**config.mk**
```make
export PLATFORM = sky130hd
export DESIGN_NAME = seq_divider_flat
export DESIGN_NICKNAME = d
export VERILOG_FILES = /design/src/rtl/seq_divider_if.sv /design/src/rtl/seq_divider.sv /design/src/flat_wrapper.sv
export SDC_FILE = /design/constraint.sdc
export NUM_CORES = 1
export LEC_CHECK = 0
export CAP_MARGIN = 30
export CORE_MARGIN = 8
export CORE_UTILIZATION = 52
export CTS_CLUSTER_SIZE = 40
export DETAILED_ROUTE_END_ITERATION = 12
export HOLD_SLACK_MARGIN = 0.08
export PLACE_DENSITY = 0.78
export SLEW_MARGIN = 0
export SYNTH_ARGS = -nofsm -noshare
export SYNTH_HDL_FRONTEND = slang
export SYNTH_SLANG_ARGS = --single-unit
```
**constraint.sdc**
```tcl
create_clock -name clk -period 2 [get_ports clk]
set_input_delay 0.3 -clock clk [delete_from_list [all_inputs] [get_ports clk]]
set_output_delay 0.3 -clock clk [all_outputs]
set_load 0.02 [all_outputs]
```
**src/rtl/seq_divider_if.sv**
```systemverilog
// Request/response bundle for the sequential divider: operands in, quotient/remainder out.
interface seq_divider_if #(
  parameter int unsigned WIDTH = 4
);
  logic             start;
  logic [WIDTH-1:0] dividend;
  logic [WIDTH-1:0] divisor;
  logic             busy;
  logic             done;
  logic [WIDTH-1:0] quotient;
  logic [WIDTH-1:0] remainder;
  logic             div_by_zero;

  // Requester side
  modport master (
    output start, dividend, divisor,
    input  busy, done, quotient, remainder, div_by_zero
  );

  // Divider side
  modport slave (
    input  start, dividend, divisor,
    output busy, done, quotient, remainder, div_by_zero
  );
endinterface

```
**src/rtl/seq_divider.sv**
```systemverilog
// Multi-cycle unsigned restoring divider: one quotient bit per clock, WIDTH steps per divide.
module seq_divider #(
  parameter int unsigned WIDTH = 4
) (
  input  logic          clk,
  input  logic          rst,
  seq_divider_if.slave  bus
);

  localparam int unsigned CNT_W = (WIDTH > 2) ? $clog2(WIDTH) : 1;
  localparam int unsigned REM_W = WIDTH + 1;

  typedef enum logic [1:0] {
    IDLE = 2'd0,
    RUN  = 2'd1,
    FIN  = 2'd2
  } state_e;

  state_e             state_q, state_d;
  logic [WIDTH-1:0]   q_q, q_d;        // shifting dividend / growing quotient
  logic [REM_W-1:0]   r_q, r_d;        // partial remainder, one guard bit
  logic [WIDTH-1:0]   dvs_q, dvs_d;    // latched divisor
  logic [CNT_W-1:0]   cnt_q, cnt_d;    // restoring step index
  logic [WIDTH-1:0]   quo_q, quo_d;
  logic [WIDTH-1:0]   rem_q, rem_d;
  logic               dbz_q, dbz_d;
  logic               busy_q, busy_d;
  logic               done_q, done_d;

  // State and datapath registers; reset clears everything, aborting any divide in flight
  always_ff @(posedge clk or posedge rst) begin
    if (rst) begin
      state_q <= IDLE;
      q_q     <= '0;
      r_q     <= '0;
      dvs_q   <= '0;
      cnt_q   <= '0;
      quo_q   <= '0;
      rem_q   <= '0;
      dbz_q   <= 1'b0;
      busy_q  <= 1'b0;
      done_q  <= 1'b0;
    end else begin
      state_q <= state_d;
      q_q     <= q_d;
      r_q     <= r_d;
      dvs_q   <= dvs_d;
      cnt_q   <= cnt_d;
      quo_q   <= quo_d;
      rem_q   <= rem_d;
      dbz_q   <= dbz_d;
      busy_q  <= busy_d;
      done_q  <= done_d;
    end
  end

  // Next-state, restoring step and result capture
  always_comb begin
    logic [REM_W-1:0] r_shift;
    logic [REM_W-1:0] r_trial;
    logic             fits;

    state_d = state_q;
    q_d     = q_q;
    r_d     = r_q;
    dvs_d   = dvs_q;
    cnt_d   = cnt_q;
    quo_d   = quo_q;
    rem_d   = rem_q;
    dbz_d   = dbz_q;
    busy_d  = 1'b0;
    done_d  = 1'b0;

    // Shift the next dividend bit into the remainder and try subtracting the divisor
    r_shift = {r_q[WIDTH-1:0], q_q[WIDTH-1]};
    r_trial = r_shift - {1'b0, dvs_q};
    fits    = (r_shift >= {1'b0, dvs_q});

    unique case (state_q)
      IDLE: begin
        if (bus.start) begin
          q_d     = bus.dividend;
          dvs_d   = bus.divisor;
          r_d     = '0;
          cnt_d   = '0;
          dbz_d   = 1'b0;
          busy_d  = 1'b1;
          state_d = (bus.divisor == '0) ? FIN : RUN;
        end
      end

      RUN: begin
        busy_d = 1'b1;
        r_d    = fits ? r_trial : r_shift;
        q_d    = {q_q[WIDTH-2:0], fits};
        cnt_d  = cnt_q + CNT_W'(1);
        if (cnt_q == CNT_W'(WIDTH - 1)) begin
          state_d = FIN;
        end
      end

      FIN: begin
        done_d  = 1'b1;
        state_d = IDLE;
        // Zero divisor: saturate quotient and pass the untouched dividend through
        if (dvs_q == '0) begin
          quo_d = '1;
          rem_d = q_q;
          dbz_d = 1'b1;
        end else begin
          quo_d = q_q;
          rem_d = r_q[WIDTH-1:0];
        end
      end

      default: begin
        state_d = IDLE;
      end
    endcase
  end

  assign bus.busy        = busy_q;
  assign bus.done        = done_q;
  assign bus.quotient    = quo_q;
  assign bus.remainder   = rem_q;
  assign bus.div_by_zero = dbz_q;

endmodule
```
**src/flat_wrapper.sv**
```systemverilog
// flat-port wrapper written by rule: the top's interface ports become plain ports
module seq_divider_flat 
#(
  parameter int unsigned WIDTH = 4
)
  (clk, rst, bus_start, bus_dividend, bus_divisor, bus_busy, bus_done, bus_quotient, bus_remainder, bus_div_by_zero);
  seq_divider_if #(.WIDTH(WIDTH)) bus_i ();
  input  logic clk;
  input  logic rst;
  input wire logic [$bits(bus_i.start)-1:0] bus_start;
  input wire logic [$bits(bus_i.dividend)-1:0] bus_dividend;
  input wire logic [$bits(bus_i.divisor)-1:0] bus_divisor;
  output wire logic [$bits(bus_i.busy)-1:0] bus_busy;
  output wire logic [$bits(bus_i.done)-1:0] bus_done;
  output wire logic [$bits(bus_i.quotient)-1:0] bus_quotient;
  output wire logic [$bits(bus_i.remainder)-1:0] bus_remainder;
  output wire logic [$bits(bus_i.div_by_zero)-1:0] bus_div_by_zero;
  assign bus_i.start = bus_start;
  assign bus_i.dividend = bus_dividend;
  assign bus_i.divisor = bus_divisor;
  assign bus_busy = bus_i.busy;
  assign bus_done = bus_i.done;
  assign bus_quotient = bus_i.quotient;
  assign bus_remainder = bus_i.remainder;
  assign bus_div_by_zero = bus_i.div_by_zero;
  seq_divider #(.WIDTH(WIDTH)) u_core (.clk(clk), .rst(rst), .bus(bus_i));
endmodule
```
==> results by group, run 1 <==
Worst setup path
  – CP arrival: 2010 ps
  – Worst Path Required: 2230 ps
  – CP Launch Type: flip-flop
  – WS Path Type: reg2reg
  – CP Max Fanout: 7
  – Crit. End Element: flip-flop

Run
  – Max-capacitance violation count: 0

Synth
  – Sequential element share of the synthesized area: 50.7%
  – Synthesized net count: 152
  – #FFs+latches synth: 27
  – Mapped Area: 1330 um^2
  – Unique cell type count in the Yosys netlist: 31
  – Synth Warn #: 0
  – Mean Syn Cell Area: 9.88 um^2
  – Cell count after synthesis: 135

Die
  – Starting Density: 54.3%
  – Die height: 66.6 um
  – Chip Width: 66.6 um
  – Site Rows: 18
  – # IOs: 22
  – Core ar.: 2450 um^2
  – Die Area: 4440 um^2

STA
  – RSZ-0062 raised after global routing: no
  – Endpoints failing setup: 0
  – Rel. slew slack: 61.8%
  – Max Freq: 0.560 GHz
  – Pins Over Slew Limit: 0
  – Worst-Margin Slew: 569 ps
  – Tmin final: 1790 ps
  – Final Hold Viols: 0
  – Hold WS: 333 ps
  – Tcrit/Tclk final: 89.3%
  – Setup TNS: 0 ps
  – Clk_skew: 6.11 ps

Drt
  – Drt pass-1 iters: 4
  – DRC: 0
  – Post-Route WL: 2780 um
  – Uppermost layer routed: met4
  – M1 WL: 1200 um
  – Met2 wire len: 1370 um
  – DRT iter0 DRCs: 49
  – Vias per cell: 5.56
  – Routed len/inst: 14.6 um
  – Routed Antenna Nets: 0
  – DR vias: 1,056
  – Metal3 WL: 175 um

GRT
  – First-pass GRT wire length: 4780 um
  – Grt total ovfl: 0
  – Number of global-route vias before repair: 1,032
  – Largest net degree at the start of global routing: 28
  – Initial antenna violation count: 0
  – GRT Total Usage: 13.6%

Final layout
  – Nets@finish: 178
  – Fraction of layout cells with a size suffix above 1: 8.75%
  – Filler cell count: 200
  – Reg area: 676 um^2
  – Layout area overhead: 21.1%
  – Non-filler cells in the finished layout: 190
  – Multi-input logic area: 606 um^2
  – Antenna Diode Count: 0

Place
  – Buffers on Ports: 21
  – Detailed Place HPWL: 2170 um
  – Placed insts: 186
  – Placer congestion estimate: 0.911

CTS
  – Setup bufs post-CTS: 0
  – H-tree depth: 1
  – Post_cts resized: 0
  – Worst-path clk slew: 140 ps
  – Clock buffer count from CTS: 3
  – TritonCTS sink count: 27
  – Clk buf depth: 2
  – Hold Buf Count CTS: 0
  – Clk root buf: clkbuf_4
  – Clk_lat worst skew: 320 ps
  – CTS tree: done

Min path
  – Class of the worst hold path: in2async

Status
  – Outcome: finished clean

Power
  – LEAKAGE: 0.711 nW
  – Peak VDD IR: 1080 uV
  – Pwr/cell area: 1690 nW/um^2
path summary, 6_finish.rpt:
check,startpoint,to,slack (ps),depth (start not counted)
worst max-delay path,u_core.dvs_q[2]$_DFFE_PP0P_,u_core.r_q[0]$_DFFE_PP0P_,210,6
worst min-delay path,rst,u_core.q_q[2]$_DFFE_PP0P_,330,3
worst max register to register,u_core.dvs_q[2]$_DFFE_PP0P_,u_core.r_q[0]$_DFFE_PP0P_,210,6
worst min register to register,u_core.bus.quotient[2]$_DFFE_PP0P_,u_core.bus.quotient[2]$_DFFE_PP0P_,490,2
max in group asynchronous,rst,u_core.cnt_q[0]$_DFFE_PP0P_,1410,3
min in group clk,u_core.bus.quotient[2]$_DFFE_PP0P_,u_core.bus.quotient[2]$_DFFE_PP0P_,490,2
worst max-delay path: stages (launching register included):
cell     delay [ps]
dfrtp_1         410
inv_1            70
ha_1            350
o21ai_0         230
a21oi_2         100
or3_1           310
a31o_2          230
sequential cells by signal, indices dropped and copies added (netlist names):
| signal | flops |
|---|---|
| u_core.bus.done | 1 |
| u_core.bus.busy | 1 |
| u_core.dvs_q | 4 |
| u_core.bus.remainder | 4 |
| u_core.bus.div_by_zero | 1 |
| u_core.cnt_q | 2 |
| u_core.state_q | 2 |
| u_core.bus.quotient | 4 |
| u_core.r_q | 4 |
| u_core.q_q | 4 |
cell families (layout without fill, tap and decap cells):
logic type	Yosys count	count (layout)	share of synthesized area (%)
DFF	27	27	50.7
and+or+nand+nor	49	49	18.7
muxes	7	7	5.35
buffers and inverters	13	38	3.94
AOI/OAI and AO/OA	32	32	14.5
xor gates and xnor gates	1	1	0.657
adders and majority gates	6	6	6.19
layout make-up:
cell class                 instances  area share, %
inverter                          10           2.32
sequential                        27           41.8
tap                               30           2.32
multi-input combinational         95           37.5
timing repair buffer              24           14.4
clock buffer                       4           1.63
cells in the mapped netlist:
master | instances | area share, %
nand3b_1 | 1 | 0.56
a31o_2 | 2 | 1.3
o21ai_2 | 2 | 1.3
nor3b_4 | 1 | 1.4
nand4_1 | 1 | 0.47
nand2_1 | 27 | 7.6
fa_1 | 1 | 1.5
o311ai_0 | 1 | 0.66
mux2i_1 | 6 | 4.5
o21ai_0 | 16 | 6.0
mux2_2 | 1 | 0.84
or3_1 | 3 | 1.4
and2b_1 | 1 | 0.56
ha_1 | 5 | 4.7
inv_1 | 10 | 2.8
nor2_1 | 7 | 2.0
o21bai_1 | 1 | 0.56
buf_2 | 3 | 1.1
nor4_1 | 1 | 0.47
dfrtp_1 | 27 | 51
nor3_1 | 2 | 0.75
o21ai_1 | 2 | 0.75
o221ai_1 | 1 | 0.66
xor2_1 | 1 | 0.66
nand2b_1 | 4 | 1.9
a21oi_2 | 1 | 0.66
a31oi_1 | 1 | 0.47
o22ai_1 | 1 | 0.47
nor4_4 | 1 | 1.6
o31ai_1 | 1 | 0.56
a21oi_1 | 3 | 1.1
cell usage in the layout (no fill, tap or decap), types with 2 or more instances in the layout:
master            n
a21oi_1           3
inv_1            10
nand2b_1          4
o21ai_1           2
clkdlybuf4s50_1  21
o21ai_0          16
a31o_2            2
nand2_1          27
ha_1              5
buf_4             3
clkbuf_4          3
nor2_1            7
o21ai_2           2
dfrtp_1          27
or3_1             3
mux2i_1           6
nor3_1            2
per-stage QoR:
stage                     power, mW  utilization (%)  worst slack (ps)  area, um^2
after detailed placement       2.52             64.7               206        1590
after floorplan                2.02                -               333        1330
after CTS                      2.74             65.8               196        1620
final                          2.74             65.8               213        1620
after global placement         2.44             64.7               282        1590
after global routing           2.98             65.8              92.9        1620
power by group:
part           internal [mW]  total (mW)  leakage [nW]  switching (mW)
clock network         0.0779       0.231        0.0150           0.153
logic                  0.662        1.49         0.359           0.826
registers              0.798        1.02         0.337           0.218
metal layers:
layer	vias to the layer above	track usage, %
li1	511	-
met1	506	16.6
met2	35	24.0
met3	4	2.35
met4	0	3.20
met5	-	0
No activity file was read; power rests on OpenSTA's default activity.
==> inputs of run 2 (changes only) <==
--- a/config.mk
+++ b/config.mk
@@ -9,4 +9,5 @@
 export CORE_MARGIN = 8
 export CORE_UTILIZATION = 52
+export CTS_CLUSTER_DIAMETER = 200
 export CTS_CLUSTER_SIZE = 40
 export DETAILED_ROUTE_END_ITERATION = 12
==> constraint.sdc (replaced) <==
create_clock -name clk -period 2 [get_ports clk]
set_input_delay 0.4 -clock clk [delete_from_list [all_inputs] [get_ports clk]]
set_output_delay 0.4 -clock clk [all_outputs]
set_load 0.02 [all_outputs]
==> run 2 against run 1 <==
Against the previous run: wire length up 8.9%; power up 2.1%; clock power up 4%; flip-flop and latch count unchanged; register-to-register slack worse by 40 ps; sequential share of layout area down 0.39 points; non-clock buffer count up 2; design area up 0.93%; die area unchanged; sequential power about the same; count of clock-buffer cells in the layout unchanged; largest power group unchanged.
==> results by group, run 2 (same netlist as run 1, synthesis figures left out) <==
Run
  – Max-capacitance violation count: 0 (unchanged)

Final layout
  – Antenna Diode Count: 0 (unchanged)
  – Non-filler cells in the finished layout: 192 (+1.1%)
  – Final core utilization: 66.4% (+0.61 points)
  – Most frequent cells in the layout: 27 x nand2_1, 27 x dfrtp_1, 21 x clkdlybuf4s50_1
  – Layout area overhead: 22.2%
  – Fin area: 1630 um^2 (+0.93%)
  – Fraction of layout cells with a size suffix above 1: 9.88% (+1.1 points)
  – Nets@finish: 180 (+1.1%)

Place
  – Pre-CTS WS: 201 ps (-5.01 ps)
  – Detailed Place HPWL: 2340 um (+7.7%)
  – Buffers on Ports: 21 (unchanged)
  – Placer congestion estimate: 0.880 (-3.4%)
  – Placed insts: 188 (+1.1%)
  – Post-DP Area: 1600 um^2 (+0.95%)

Drt
  – DRT iter0 DRCs: 39 (-20%)
  – Drt pass-1 iters: 4 (unchanged)
  – Routed Antenna Nets: 0 (unchanged)
  – DRC: 0 (unchanged)
  – Vias per cell: 5.55 (-0.20%)
  – Routed len/inst: 15.8 um (+7.7%)
  – Post-Route WL: 3030 um (+8.9%)
  – DR vias: 1,065 (+0.85%)

Die
  – # IOs: 22 (unchanged)
  – Starting Density: 54.3% (unchanged)
  – Die Area: 4440 um^2 (unchanged)
  – Core ar.: 2450 um^2 (unchanged)
  – Chip Width: 66.6 um (unchanged)
  – Die height: 66.6 um (unchanged)
  – Site Rows: 18 (unchanged)

STA
  – Final Hold Viols: 0 (unchanged)
  – Pins Over Slew Limit: 0 (unchanged)
  – Tcrit/Tclk final: 91.2% (+1.9 points)
  – Rel. slew slack: 60.4% (-1.4 points)
  – Endpoints failing setup: 0 (unchanged)
  – Clk_skew: 5.61 ps (-0.494 ps)
  – Hold WS: 417 ps (+84.0 ps)
  – Worst-Margin Slew: 589 ps (+20.2 ps)
  – Setup TNS: 0 ps (unchanged)
  – Worst setup margin: 176 ps (-37.3 ps)
  – Max Freq: 0.548 GHz (-2.0%)
  – RSZ-0062 raised after global routing: no
  – Tmin final: 1820 ps (+37.3 ps)

CTS
  – Clk buf depth: 2 (unchanged)
  – Clock buffer count from CTS: 3 (unchanged)
  – TritonCTS sink count: 27 (unchanged)
  – Clk root buf: clkbuf_4
  – Clk_lat worst skew: 330 ps (about the same)
  – Setup bufs post-CTS: 0 (unchanged)
  – H-tree depth: 1 (unchanged)
  – Post_cts resized: 0 (unchanged)
  – Worst-path clk slew: 150 ps (about the same)
  – Hold Buf Count CTS: 0 (unchanged)
  – CTS tree: done

Power
  – Overall power: 2.79 mW (+2.1%)
  – Peak VDD IR: 1030 uV (-4.9%)
  – Pwr/cell area: 1710 nW/um^2 (+1.1%)
  – LEAKAGE: 0.720 nW (+1.3%)

GRT
  – Initial antenna violation count: 0 (unchanged)
  – First-pass GRT wire length: 5130 um (+7.4%)
  – Number of global-route vias before repair: 1,126 (+9.1%)
  – GRT Total Usage: 14.7% (+1.1 points)
  – Grt total ovfl: 0 (unchanged)
  – Largest net degree at the start of global routing: 28 (unchanged)

Worst setup path
  – CP Max Fanout: 7 (unchanged)
  – CP arrival: 2060 ps (+50 ps)
  – Worst Path Required: 2240 ps (about the same)
  – CP Launch Type: flip-flop
  – Crit. End Element: flip-flop
  – WS Path Type: reg2reg

Min path
  – Class of the worst hold path: in2async

Status
  – Outcome: finished clean
## run 2: final cells by class
type	count	area, um^2
Fill cell	197	825
Sequential cell	27	676
Multi-Input combinational cell	95	606
Timing Repair Buffer	26	248
Inverter	10	37.5
Tap cell	30	37.5
Clock buffer	4	26.3
## run 2: routing by layer
layer  share of wire [%]  GRT usage (%)
met3                 4.9           2.52
met1                  44           18.2
met2                  50           24.5
met5                   0              0
met4                0.93           6.40
## run 2: report_power, final
| part | internal (mW) | switching [mW] | total (mW) |
|---|---|---|---|
| combinational | 0.676 | 0.853 | 1.53 |
| clock | 0.0782 | 0.162 | 0.240 |
| sequential | 0.798 | 0.224 | 1.02 |
| total | 1.55 | 1.24 | 2.79 |
## run 2: path summary, 6_finish.rpt
| check | start | slack, ps | cells past startpoint | end |
|---|---|---|---|---|
| max | u_core.dvs_q[1]$_DFFE_PP0P_ | 180 | 6 | u_core.r_q[1]$_DFFE_PP0P_ |
| min | rst | 420 | 3 | u_core.q_q[1]$_DFFE_PP0P_ |
| max reg2reg | u_core.dvs_q[1]$_DFFE_PP0P_ | 180 | 6 | u_core.r_q[1]$_DFFE_PP0P_ |
| min reg2reg | u_core.bus.quotient[1]$_DFFE_PP0P_ | 480 | 2 | u_core.bus.quotient[1]$_DFFE_PP0P_ |
| max in group asynchronous | rst | 1330 | 3 | u_core.q_q[0]$_DFFE_PP0P_ |
| min in group clk | u_core.bus.quotient[1]$_DFFE_PP0P_ | 480 | 2 | u_core.bus.quotient[1]$_DFFE_PP0P_ |
## run 2: worst max-delay path, stage by stage, from the launching register on
cell and delay (ps):
dfrtp_1 470, inv_1 90, ha_1 320, nand4_1 80, nand2_1 140, or3_1 400, a31o_2 250
==> inputs of run 3 (changes only) <==
SKIP_CTS_REPAIR_TIMING = 1   (was default)
==> results of run 3 <==
No change in the layout: final DEF, timing and power equal those of run 2.
